[src/rtl/alu_pipe.sv]
// rtl/alu_pipe.sv - two-stage pipelined ADD/SUB/AND/OR ALU with accumulator and valid/ready handshake
module alu_pipe #(
    parameter int WIDTH = 4
) (
    input  logic             clk,
    input  logic             rst,
    input  logic             in_valid,
    output logic             in_ready,
    input  logic [WIDTH-1:0] in_a,
    input  logic [WIDTH-1:0] in_b,
    input  logic [1:0]       in_op,
    input  logic             in_use_acc,
    output logic             out_valid,
    input  logic             out_ready,
    output logic [WIDTH-1:0] out_result,
    output logic             out_overflow,
    output logic             out_zero,
    output logic [WIDTH-1:0] acc
);

    localparam logic [1:0] OP_ADD = 2'b00;
    localparam logic [1:0] OP_SUB = 2'b01;
    localparam logic [1:0] OP_AND = 2'b10;
    localparam logic [1:0] OP_OR  = 2'b11;

    logic             s1_valid_q, s1_valid_d;
    logic [WIDTH-1:0] s1_a_q, s1_a_d;
    logic [WIDTH-1:0] s1_b_q, s1_b_d;
    logic [1:0]       s1_op_q, s1_op_d;
    logic             s1_use_acc_q, s1_use_acc_d;

    logic             s2_valid_q, s2_valid_d;
    logic [WIDTH-1:0] res_q, res_d;
    logic             ovf_q, ovf_d;
    logic             zero_q, zero_d;
    logic [WIDTH-1:0] acc_q, acc_d;

    logic             in_fire;
    logic             s2_load;
    logic [WIDTH-1:0] op_a;
    logic [WIDTH:0]   sum;
    logic [WIDTH-1:0] alu_res;
    logic             alu_ovf;

    // S2 frees up either by being empty or by handing its beat to the sink this edge.
    assign s2_load  = s1_valid_q && (!s2_valid_q || out_ready);
    assign in_ready = !s1_valid_q || !s2_valid_q || out_ready;
    assign in_fire  = in_valid && in_ready;

    always_comb begin
        op_a    = s1_use_acc_q ? acc_q : s1_a_q;
        sum     = {1'b0, op_a} + {1'b0, s1_b_q};
        alu_res = '0;
        alu_ovf = 1'b0;
        case (s1_op_q)
            OP_ADD: begin
                alu_res = sum[WIDTH-1:0];
                alu_ovf = sum[WIDTH];
            end
            OP_SUB: begin
                alu_res = op_a - s1_b_q;
                alu_ovf = (op_a < s1_b_q);
            end
            OP_AND: alu_res = op_a & s1_b_q;
            OP_OR:  alu_res = op_a | s1_b_q;
            default: alu_res = '0;
        endcase
    end

    always_comb begin
        s1_valid_d   = s1_valid_q;
        s1_a_d       = s1_a_q;
        s1_b_d       = s1_b_q;
        s1_op_d      = s1_op_q;
        s1_use_acc_d = s1_use_acc_q;
        if (in_fire) begin
            s1_valid_d   = 1'b1;
            s1_a_d       = in_a;
            s1_b_d       = in_b;
            s1_op_d      = in_op;
            s1_use_acc_d = in_use_acc;
        end else if (s2_load) begin
            s1_valid_d   = 1'b0;
        end
    end

    // Accumulator follows S2 loads so a use_acc beat sitting in S1 sees its predecessor.
    always_comb begin
        s2_valid_d = s2_valid_q;
        res_d      = res_q;
        ovf_d      = ovf_q;
        zero_d     = zero_q;
        acc_d      = acc_q;
        if (s2_load) begin
            s2_valid_d = 1'b1;
            res_d      = alu_res;
            ovf_d      = alu_ovf;
            zero_d     = (alu_res == '0);
            acc_d      = alu_res;
        end else if (out_ready) begin
            s2_valid_d = 1'b0;
        end
    end

    always_ff @(posedge clk or posedge rst) begin
        if (rst) begin
            s1_valid_q   <= 1'b0;
            s1_a_q       <= '0;
            s1_b_q       <= '0;
            s1_op_q      <= OP_ADD;
            s1_use_acc_q <= 1'b0;
            s2_valid_q   <= 1'b0;
            res_q        <= '0;
            ovf_q        <= 1'b0;
            zero_q       <= 1'b1;
            acc_q        <= '0;
        end else begin
            s1_valid_q   <= s1_valid_d;
            s1_a_q       <= s1_a_d;
            s1_b_q       <= s1_b_d;
            s1_op_q      <= s1_op_d;
            s1_use_acc_q <= s1_use_acc_d;
            s2_valid_q   <= s2_valid_d;
            res_q        <= res_d;
            ovf_q        <= ovf_d;
            zero_q       <= zero_d;
            acc_q        <= acc_d;
        end
    end

    assign out_valid    = s2_valid_q;
    assign out_result   = res_q;
    assign out_overflow = ovf_q;
    assign out_zero     = zero_q;
    assign acc          = acc_q;

endmodule

[config.mk]
export PLATFORM = sky130hd
export DESIGN_NAME = alu_pipe
export DESIGN_NICKNAME = d
export VERILOG_FILES = /design/src/rtl/alu_pipe.sv
export SDC_FILE = /design/constraint.sdc
export NUM_CORES = 1
export LEC_CHECK = 0
export ABC_CLOCK_PERIOD_IN_PS = 3100
export CORE_MARGIN = 1
export CORE_UTILIZATION = 30
export DETAILED_ROUTE_END_ITERATION = 12
export PLACE_DENSITY = 0.51
export SLEW_MARGIN = 20
export SYNTH_ARGS = -nofsm -noshare
export SYNTH_HDL_FRONTEND = slang
export SYNTH_SLANG_ARGS = --single-unit
[constraint.sdc]
create_clock -name clk -period 3.1 [get_ports clk]
set_input_delay 0.62 -clock clk [delete_from_list [all_inputs] [get_ports clk]]
set_output_delay 0.62 -clock clk [all_outputs]
set_load 0.01 [all_outputs]
Word level (Yosys, flattened, before mapping)
Cells that the tools add are included.

Reductions and logical operators: 11. Bitwise gates (word level): 2. Shifts and indexed selects: 0. Add/sub/neg operators: 2. Equality and inequality tests: 3. Multiplexer cells: 7. Div/mod/pow operators: 0. $lt $le $gt $ge: 1. $mul: 0.

Operator list (count): $pmux W4 S4 (1); $add A4 B4 Y5 (1); $and A4 B4 Y4 (1); $eq A2 B2 Y1 const B (2); $logic_not A4 Y1 (1); $lt A4 B4 Y1 (1); $mux W1 (4); $mux W4 (1); $or A4 B4 Y4 (1); $reduce_bool A2 Y1 (2); $sub A4 B4 Y4 (1); $logic_or A1 B1 Y1 (3); $eq A2 B1 Y1 const B (1); $logic_and A1 B1 Y1 (2); $logic_not A1 Y1 (2); $logic_not A2 Y1 (1); $pmux W1 S2 (1).

Memory bits (read-only): 0. Bits in writable memories: 0. Memories: 0. Register bits after elaboration: 19. Word-level logic and storage cells: 35. Input port bits: 15. Latch bits: 0.

Logic depth before layout (Yosys ltp)
Gate-level depths: netlist of run 1.

Word-level depth: 5. Gate-level depth with buffers: 10.

Worst setup path before layout of run 1
Ideal clock, no wire load.

Path type: reg2reg. From: reg s1_use_acc_q. To: reg zero_q, in the netlist out_zero. Path buffers: 1. Slack: 0.414 ns. Data arrival time: 2.615 ns. Period minus slack after synthesis: 2.686 ns. Cell stages (with the launch flop): 9. Library setup time: 0.072 ns. Cell sequence: dfrtp_1 -> clkbuf_1 -> mux2i_1 -> ha_1 -> inv_1 -> fa_1 -> mux4_2 -> or4b_1 -> o21ai_1.

Longest elaborated chain between the ends: 4. Elaborated cells between the ends (all ways): 7. Classes of those cells: 2 x add/sub; 2 x mux; 2 x bitwise; 1 x reduce/logical.

Ends and longest elaborated chain: start, declared (RTL line 30) `logic s1_use_acc_q, s1_use_acc_d;`; start signal, assigned (RTL line 122) `s1_use_acc_q <= s1_use_acc_d;`; $mux W4 (*) (RTL line 51) `op_a = s1_use_acc_q ? acc_q : s1_a_q;`; $sub A4 B4 Y4 (tied with other cells) (RTL line 61) `alu_res = op_a - s1_b_q;`; $pmux W4 S4 (*) (RTL line 55) `case (s1_op_q)`; $logic_not A4 Y1 (*) (RTL line 98) `zero_d = (alu_res == '0);`; end signal, assigned (RTL line 126) `zero_q <= zero_d;`; end, declared (RTL line 35) `logic zero_q, zero_d;`.

Mark *: on every way between the ends. The rest lies on a longest branch, timed or not. A chain may end at the register's enable or synchronous reset.

Final worst setup path of run 1
Same ends and word-level chain as after synthesis.

==> results of run 1 <==
## sequential cells by signal, summed over array words and instances (netlist names)
register	count
s1_b_q	4
out_overflow	1
s1_a_q	4
s1_valid_q	1
out_zero	1
acc	4
s1_use_acc_q	1
out_valid	1
s1_op_q	2
## logic make-up (layout without fill, tap and decap cells)
kind of cell	count (synthesis)	in the layout
DFF	19	19
xor gates and xnor gates	2	2
AOI/OAI and AO/OA	11	11
adders and majority gates	16	16
buffers and inverters	25	48
muxes	21	21
and+or+nand+nor	20	20
## Yosys cell counts (3+ instances only)
library cell	count	area, µm²
buf_4	4	30.0
dfrtp_1	18	450
ha_1	14	175
inv_1	17	63.8
mux2_2	14	158
mux2i_1	4	40.0
nand2_1	6	22.5
nand2b_1	3	18.8
nor2_1	3	11.3
o21ai_0	3	15.0
## area by class of cell
cell class	count	area, µm²	share of cell area
multi-input combinational	70	686	0.429
sequential	19	477	0.298
timing repair buffer	26	260	0.163
inverter	18	67.6	0.0423
tap	50	62.6	0.0391
clock buffer	3	41.3	0.0258
clock inverter	1	5.00	0.00313
## metrics by stage
stage | area (µm²) | hold slack, ps | total power [µW] | instances | utilization
4_1_cts | 1600 | 470 | 1130 | 187 | 0.394
3_3_place_gp | 1550 | 458 | 930 | 183 | 0.383
3_5_place_dp | 1550 | 459 | 950 | 183 | 0.383
6_report | 1600 | 465 | 1110 | 187 | 0.394
2_1_floorplan | 1280 | 468 | 752 | 114 | -
5_1_grt | 1600 | 487 | 1210 | 187 | 0.394
## power by group
group	internal, µW	switching, µW	total (µW)
Clock	89.4	84.5	174
Combinational	313	259	572
Sequential	310	55.7	366
Total	712	400	1110
## worst paths after layout
| check | startpoint | to | slack (ps) |
|---|---|---|---|
| max | s1_use_acc_q$_DFFE_PP0P_ | out_zero$_DFFE_PP1P_ | 310 |
| max reg2reg | s1_use_acc_q$_DFFE_PP0P_ | out_zero$_DFFE_PP1P_ | 310 |
| min in group asynchronous | rst | s1_valid_q$_DFFE_PP0P_ | 790 |
| min reg2reg | out_zero$_DFFE_PP1P_ | out_zero$_DFFE_PP1P_ | 470 |
| max in group asynchronous | rst | s1_a_q[3]$_DFFE_PP0P_ | 1850 |
| min | out_zero$_DFFE_PP1P_ | out_zero$_DFFE_PP1P_ | 470 |
## per-layer routing
metal | track usage | share of wire | vias to the layer above | wire [µm]
met4 | 0.0399 | 0.010 | 0 | 25
met1 | 0.149 | 0.45 | 428 | 1080
met2 | 0.221 | 0.50 | 24 | 1210
li1 | - | - | 423 | -
met5 | 0 | 0 | - | 0
met3 | 0.0355 | 0.046 | 5 | 112
## worst min-delay path, stage by stage (launching register included)
cell     delay (ps)
dfstp_2         370
nand2_1          50
o21ai_1          50
==> impl_metrics.py, run 1 <==
metrics = {
    "die": {
        "io_pins": 27,
        "die_area_mm2": 0.00453,
        "rows": 23,
        "core_mm2": 0.00406,
        "fp.dieW_um": 67.3,
        "start_util": 0.315,
        "dieHeight_um": 67.3,
    },
    "yosys": {
        "synthMuxAreaShare": 0.213,
        "syn-num-nets": 145,
        "synthFlopType": "dfrtp_1",
        "synth_top_family_by_area": "multiplexers",
        "yosys.area_share.xor_xnor": 0.0137,
        "yosysUniqueCellTypes": 31,
        "synth_simple_gate_area_frac": 0.0841,
        "seq_area_frac_synth": 0.373,
        "synth_fa_ha_area_frac": 0.168,
        "postSynthCellCount": 114,
        "avgSynthCellArea_um2": 11.2,
        "postSynth.asyncResetShare": 1.00,
        "synth_edf_count": 0,
        "synth-compound-area-share": 0.0568,
        "yosys_warnings": 0,
        "syn_area_mm2": 0.00128,
        "synth_seq_cells": 19,
    },
    "worst_hold_path": {
        "hold_path.class": "register to register",
        "worstHoldPathCells": 2,
    },
    "sta": {
        "worst_pin_slew_ps": 732,
        "post-route-period-util": 0.901,
        "hold_viol": 0,
        "fmax_ghz": 0.358,
        "max_slew_margin": 0.512,
        "clock_skew_ps": 2.05,
        "tns_ps": 0,
        "slew_violations": 0,
        "fin_ws_ps": 308,
        "rsz0062_at_grt": "no",
        "setup_viol": 0,
        "min_period_ps": 2790,
    },
    "clocking": {
        "clock_latency_ps": 260,
        "clockRootBuffer": "clkbuf_8",
        "cts_tree": "done",
        "clockBufferDepth": 2,
        "cts_sinks": 19,
        "ctsResizeCount": 0,
        "cts_setup_buffers": 0,
        "h-tree-depth": 1,
        "clk_pin_slew_ps": 70,
        "cts_hold_buf": 0,
        "cts_buffers": 3,
    },
    "critical_path": {
        "start_kind": "register",
        "cpLargestDelayFamily": "multiplexers",
        "critPathKind": "register to register",
        "cp.depth": 7,
        "end_kind": "register",
        "reg2reg_depth": 7,
        "arrival_ps": 2990,
        "cp_num_buf_inv": 1,
        "crit_required_ps": 3290,
        "cpPeakStageDelay_ps": 500,
        "crit_slowest_cell": "mux4_2",
        "cp_max_fo": 5,
        "crit_chain": "mux2i_1 -> ha_1 -> inv_1 -> fa_1 -> mux4_2 -> or4b_1 -> o21ai_1",
    },
    "power_and_ir_drop": {
        "power_density_mw_per_mm2": 696,
        "leakage_uw": 0.000731,
        "ir_drop_v": 0.000230,
    },
    "final_layout": {
        "area_delta_synth_final_pct": 25.0,
        "fillCellCount": 406,
        "n_antenna_cell": 0,
        "final_common_cell": "clkdlybuf4s50_1",
        "fin_nets": 169,
        "drive_above_1_share": 0.168,
        "layout_common_cells": "clkdlybuf4s50_1 (26), dfrtp_1 (18), inv_1 (17)",
    },
    "route": {
        "postRouteAntennaNets": 0,
        "drc": 0,
        "drt-vias-per-instance": 4.71,
        "wl_um": 2430,
        "vias": 880,
        "first_iter_violations": 21,
        "wire_per_inst_um": 13.0,
        "firstDrtPassIters": 4,
    },
    "grt": {
        "antenna_found_initial": 0,
        "grt_pass1_wl_um": 4150,
        "grt_start_max_net_pins": 20,
        "grt_pass1_vias": 874,
        "grtUsageTotal": 0.127,
        "gr-total-overflow": 0,
    },
    "placement": {
        "dpl.hpwl_um": 1960,
        "portBuffers": 26,
        "dpl_worst_slack_ps": 287,
        "gp_congestion": 0.784,
    },
    "status": {
        "outcome": "finished clean",
    },
    "job": {
        "max_cap_violations": 0,
    },
}
(Power assumes the default switching activity.)
==> run 2: changes to the inputs <==
- CORE_UTILIZATION: 30 -> 50
- PLACE_DENSITY: 0.51 -> 0.78
==> impl_metrics.py, run 2 (synthesis gave the netlist of run 1 again) <==
metrics = {
    "final_layout": {
        "register_area_um2": 477,
        "layout_common_cells": "clkdlybuf4s50_1 (26), dfrtp_1 (18), inv_1 (17)",
        "fin_nets": 169,
        "final_common_cell": "clkdlybuf4s50_1",
        "final_cells": 165,
        "multiInputGateArea_um2": 686,
        "final_area_mm2": 0.00155,
        "drive_above_1_share": 0.161,
        "fillCellCount": 181,
        "area_delta_synth_final_pct": 21.3,
        "n_antenna_cell": 0,
    },
    "route": {
        "firstDrtPassIters": 2,
        "wire_per_inst_um": 13.4,
        "vias": 866,
        "drt-vias-per-instance": 5.25,
        "wl_um": 2220,
        "first_iter_violations": 3,
        "postRouteAntennaNets": 0,
        "drc": 0,
    },
    "worst_hold_path": {
        "worstHoldPathCells": 2,
        "min_from": "out_zero$_DFFE_PP1P_",
        "whs_endpoint": "out_zero$_DFFE_PP1P_",
        "hold_path.class": "register to register",
    },
    "grt": {
        "grt_start_max_net_pins": 20,
        "antenna_found_initial": 0,
        "gr-total-overflow": 0,
        "grt_pass1_wl_um": 3830,
        "grtUsageTotal": 0.196,
        "grt_pass1_vias": 877,
    },
    "die": {
        "dieHeight_um": 52.6,
        "rows": 17,
        "fp.dieW_um": 52.6,
        "start_util": 0.552,
        "io_pins": 27,
        "die_area_mm2": 0.00276,
        "core_mm2": 0.00232,
    },
    "sta": {
        "max_slew_margin": 0.530,
        "min_period_ps": 2830,
        "tns_ps": 0,
        "fin_hold_ws_ps": 469,
        "slew_violations": 0,
        "clock_skew_ps": 2.76,
        "post-route-period-util": 0.913,
        "setup_viol": 0,
        "hold_viol": 0,
        "fmax_ghz": 0.353,
        "worst_pin_slew_ps": 704,
        "rsz0062_at_grt": "no",
    },
    "placement": {
        "dpl.cell_count": 161,
        "placed_area_mm2": 0.00153,
        "gp_congestion": 0.871,
        "dpl.hpwl_um": 1750,
        "portBuffers": 26,
    },
    "critical_path": {
        "end_kind": "register",
        "critPathKind": "register to register",
        "rr_startpoint": "s1_use_acc_q$_DFFE_PP0P_",
        "arrival_ps": 3070,
        "r2r_setup_slack_ps": 270,
        "cp_max_fo": 5,
        "reg2reg_depth": 7,
        "start_kind": "register",
        "crit_required_ps": 3340,
        "r2r-end": "out_zero$_DFFE_PP1P_",
    },
    "clocking": {
        "cts_buffers": 3,
        "clock_latency_ps": 290,
        "cts_sinks": 19,
        "ctsResizeCount": 0,
        "clockBufferDepth": 2,
        "cts_tree": "done",
        "clk_pin_slew_ps": 110,
        "cts_setup_buffers": 0,
        "cts_hold_buf": 0,
        "clockRootBuffer": "clkbuf_4",
        "h-tree-depth": 1,
    },
    "power_and_ir_drop": {
        "leakage_uw": 0.000720,
        "power_density_mw_per_mm2": 679,
        "ir_drop_v": 0.000402,
    },
    "job": {
        "max_cap_violations": 0,
    },
    "status": {
        "outcome": "finished clean",
    },
}
run 2: power breakdown:
part           total (µW)  internal, µW  leakage (µW)  switching [µW]
Sequential            365           310      0.000221            55.5
Clock                 125          50.1     0.0000150            74.9
Combinational         563           311      0.000485             252
Total                1050           671      0.000720             382
run 2: routing by layer:
metal  routed length [µm]  part of all wire  global-route usage  up-vias
li1                     -                 -                   -      422
met1                  998              0.45               0.246      417
met2                 1100              0.50               0.329       23
met3                   86             0.039              0.0290        4
met4                   32             0.014              0.0921        0
met5                    0                 0                   0        -
run 2: worst max-delay path: stages, from the launching register on:
cell	delay, ps
dfrtp_1	490
mux2i_1	420
ha_1	260
inv_1	70
fa_1	410
mux4_2	480
or4b_1	510
o21ai_1	130
run 2: cell type report:
cell class | count | share of cell area
clock buffers | 4 | 0.0169
inverters | 18 | 0.0435
multi-input cells | 70 | 0.442
flip-flops and latches | 19 | 0.307
well taps | 28 | 0.0226
repair buffers | 26 | 0.168
run 2: how the worst max path moves through the flow:
stage | from | endpoint | slack [ps]
floorplan | s1_use_acc_q$_DFFE_PP0P_ | out_zero$_DFFE_PP1P_ | 410
global placement | s1_use_acc_q$_DFFE_PP0P_ | out_zero$_DFFE_PP1P_ | 410
detailed placement | s1_use_acc_q$_DFFE_PP0P_ | out_zero$_DFFE_PP1P_ | 300
CTS | s1_use_acc_q$_DFFE_PP0P_ | out_zero$_DFFE_PP1P_ | 270
global route | s1_use_acc_q$_DFFE_PP0P_ | out_zero$_DFFE_PP1P_ | 120
finish | s1_use_acc_q$_DFFE_PP0P_ | out_zero$_DFFE_PP1P_ | 270
run 2: metrics by stage:
stage / utilization / power, µW / worst slack [ps]
after floorplan: - / 752 / 414
after global placement: 0.658 / 914 / 414
after detailed placement: 0.658 / 935 / 298
after CTS: 0.669 / 1070 / 266
after global routing: 0.669 / 1150 / 115
final: 0.669 / 1050 / 269
==> run 3: changes to the inputs <==
- ABC_CLOCK_PERIOD_IN_PS: 3100 -> 2750
- clock period: 3.1 -> 2.75 ns (I/O delays scaled with it)
==> impl_metrics.py, run 3 (synthesis gave the netlist of run 1 again) <==
metrics = {
    "status": {
        "outcome": "finished clean",
    },
    "critical_path": {
        "r2r-end": "out_zero$_DFFE_PP1P_",
        "start_kind": "register",
        "end_kind": "register",
        "crit_path_start": "s1_use_acc_q$_DFFE_PP0P_",
        "cp_max_fo": 4,
        "critPathKind": "register to register",
        "rr_startpoint": "s1_use_acc_q$_DFFE_PP0P_",
        "crit_required_ps": 2980,
        "reg2reg_depth": 9,
        "arrival_ps": 2870,
        "r2r_setup_slack_ps": 100,
    },
    "final_layout": {
        "final_cells": 166,
        "fin_nets": 170,
        "final_common_cell": "clkdlybuf4s50_1",
        "n_antenna_cell": 0,
        "layout_common_cells": "clkdlybuf4s50_1 (26), inv_1 (17), dfrtp_1 (17)",
        "drive_above_1_share": 0.196,
        "area_delta_synth_final_pct": 24.2,
    },
    "route": {
        "first_iter_violations": 9,
        "wl_um": 2410,
        "firstDrtPassIters": 4,
        "wire_per_inst_um": 14.5,
        "drt-vias-per-instance": 5.39,
        "drc": 0,
        "vias": 894,
        "postRouteAntennaNets": 0,
    },
    "clocking": {
        "cts_setup_buffers": 0,
        "clockRootBuffer": "clkbuf_4",
        "h-tree-depth": 1,
        "cts_sinks": 19,
        "cts_tree": "done",
        "cts_hold_buf": 0,
        "clockBufferDepth": 2,
        "cts_buffers": 3,
        "clock_latency_ps": 290,
        "clk_pin_slew_ps": 110,
    },
    "sta": {
        "worst_pin_slew_ps": 722,
        "clock_skew_ps": 7.19,
        "fin_hold_ws_ps": 487,
        "fmax_ghz": 0.378,
        "rsz0062_at_grt": "no",
        "setup_viol": 0,
        "hold_viol": 0,
        "slew_violations": 0,
        "max_slew_margin": 0.518,
        "min_period_ps": 2650,
        "post-route-period-util": 0.963,
        "tns_ps": 0,
        "fin_ws_ps": 102,
    },
    "power_and_ir_drop": {
        "clockPowerShare": 0.113,
        "ir_drop_v": 0.000423,
        "combPwrFrac": 0.539,
        "power_density_mw_per_mm2": 774,
        "p_seq_frac": 0.348,
        "leakage_uw": 0.000721,
        "switching_share": 0.370,
        "power.total_uw": 1230,
        "internal-power_uw": 774,
        "p_switching_uw": 455,
    },
    "die": {
        "dieHeight_um": 52.6,
        "start_util": 0.552,
        "rows": 17,
        "die_area_mm2": 0.00276,
        "fp.dieW_um": 52.6,
        "io_pins": 27,
        "core_mm2": 0.00232,
    },
    "job": {
        "max_cap_violations": 0,
    },
    "worst_hold_path": {
        "hold_path.class": "register to register",
        "worstHoldPathCells": 2,
        "whs_endpoint": "out_overflow$_DFFE_PP0P_",
        "min_from": "out_overflow$_DFFE_PP0P_",
    },
    "grt": {
        "grt_pass1_wl_um": 3910,
        "gr-total-overflow": 0,
        "antenna_found_initial": 0,
        "grtUsageTotal": 0.199,
        "grt_start_max_net_pins": 20,
        "grt_pass1_vias": 889,
    },
    "placement": {
        "dpl_worst_slack_ps": 0.0482,
        "gp_congestion": 0.850,
        "dpl.cell_count": 162,
        "portBuffers": 26,
        "dpl.hpwl_um": 1850,
    },
}
-- run 3: area by class of cell --
| type | instances | area, µm² |
|---|---|---|
| well taps | 28 | 35.0 |
| repair buffers | 27 | 268 |
| multi-input cells | 70 | 713 |
| fillers | 182 | 731 |
| clock buffers | 4 | 26.3 |
| flip-flops and latches | 19 | 478 |
| inverters | 18 | 67.6 |
-- run 3: worst max-delay path: stages (launching register included) --
cell and delay, ps:
dfrtp_2 470, mux2i_4 220, inv_1 80, ha_2 180, inv_1 50, fa_1 470
inv_1 30, mux4_2 450, or4b_1 480, o21ai_1 160
-- run 3: routing by layer --
| layer | track usage | share of wire | up-vias | routed length [µm] |
|---|---|---|---|---|
| met5 | 0 | 0 | - | 0 |
| met4 | 0.114 | 0.025 | 0 | 61 |
| met3 | 0.0261 | 0.047 | 6 | 112 |
| met2 | 0.327 | 0.50 | 27 | 1190 |
| met1 | 0.248 | 0.43 | 433 | 1040 |
| li1 | - | - | 428 | - |
-- run 3: repair_timing --
item	4_1_cts	5_1_grt
pin swaps	0	2
endpoints found under the setup margin	1	1
resized for setup	1	5
-- run 3: worst max-delay path by stage --
stage / slack [ps] / to / cells after the start
finish: 100 / out_zero$_DFFE_PP1P_ / 9
global route: 7 / acc[3]$_DFFE_PP0P_ / 9
CTS: 40 / out_zero$_DFFE_PP1P_ / 7
detailed placement: 0.05 / out_zero$_DFFE_PP1P_ / 7
global placement: 160 / out_zero$_DFFE_PP1P_ / 7
floorplan: 60 / out_zero$_DFFE_PP1P_ / 8
-- run 3: through the flow --
stage / utilization / instance area, µm²
3_3_place_gp: 0.661 / 1530
5_1_grt: 0.685 / 1590
3_5_place_dp: 0.661 / 1530
6_report: 0.685 / 1590
2_1_floorplan: - / 1280
4_1_cts: 0.674 / 1560
-- run 3: power by group through the flow --
| stage | logic [µW] | clock network [µW] | registers [µW] |
|---|---|---|---|
| 2_1_floorplan | 430 | 0 | 418 |
| 3_3_place_gp | 619 | 0 | 412 |
| 3_5_place_dp | 646 | 0 | 417 |
| 4_1_cts | 652 | 145 | 414 |
| 5_1_grt | 730 | 156 | 433 |
| 6_report | 662 | 139 | 428 |
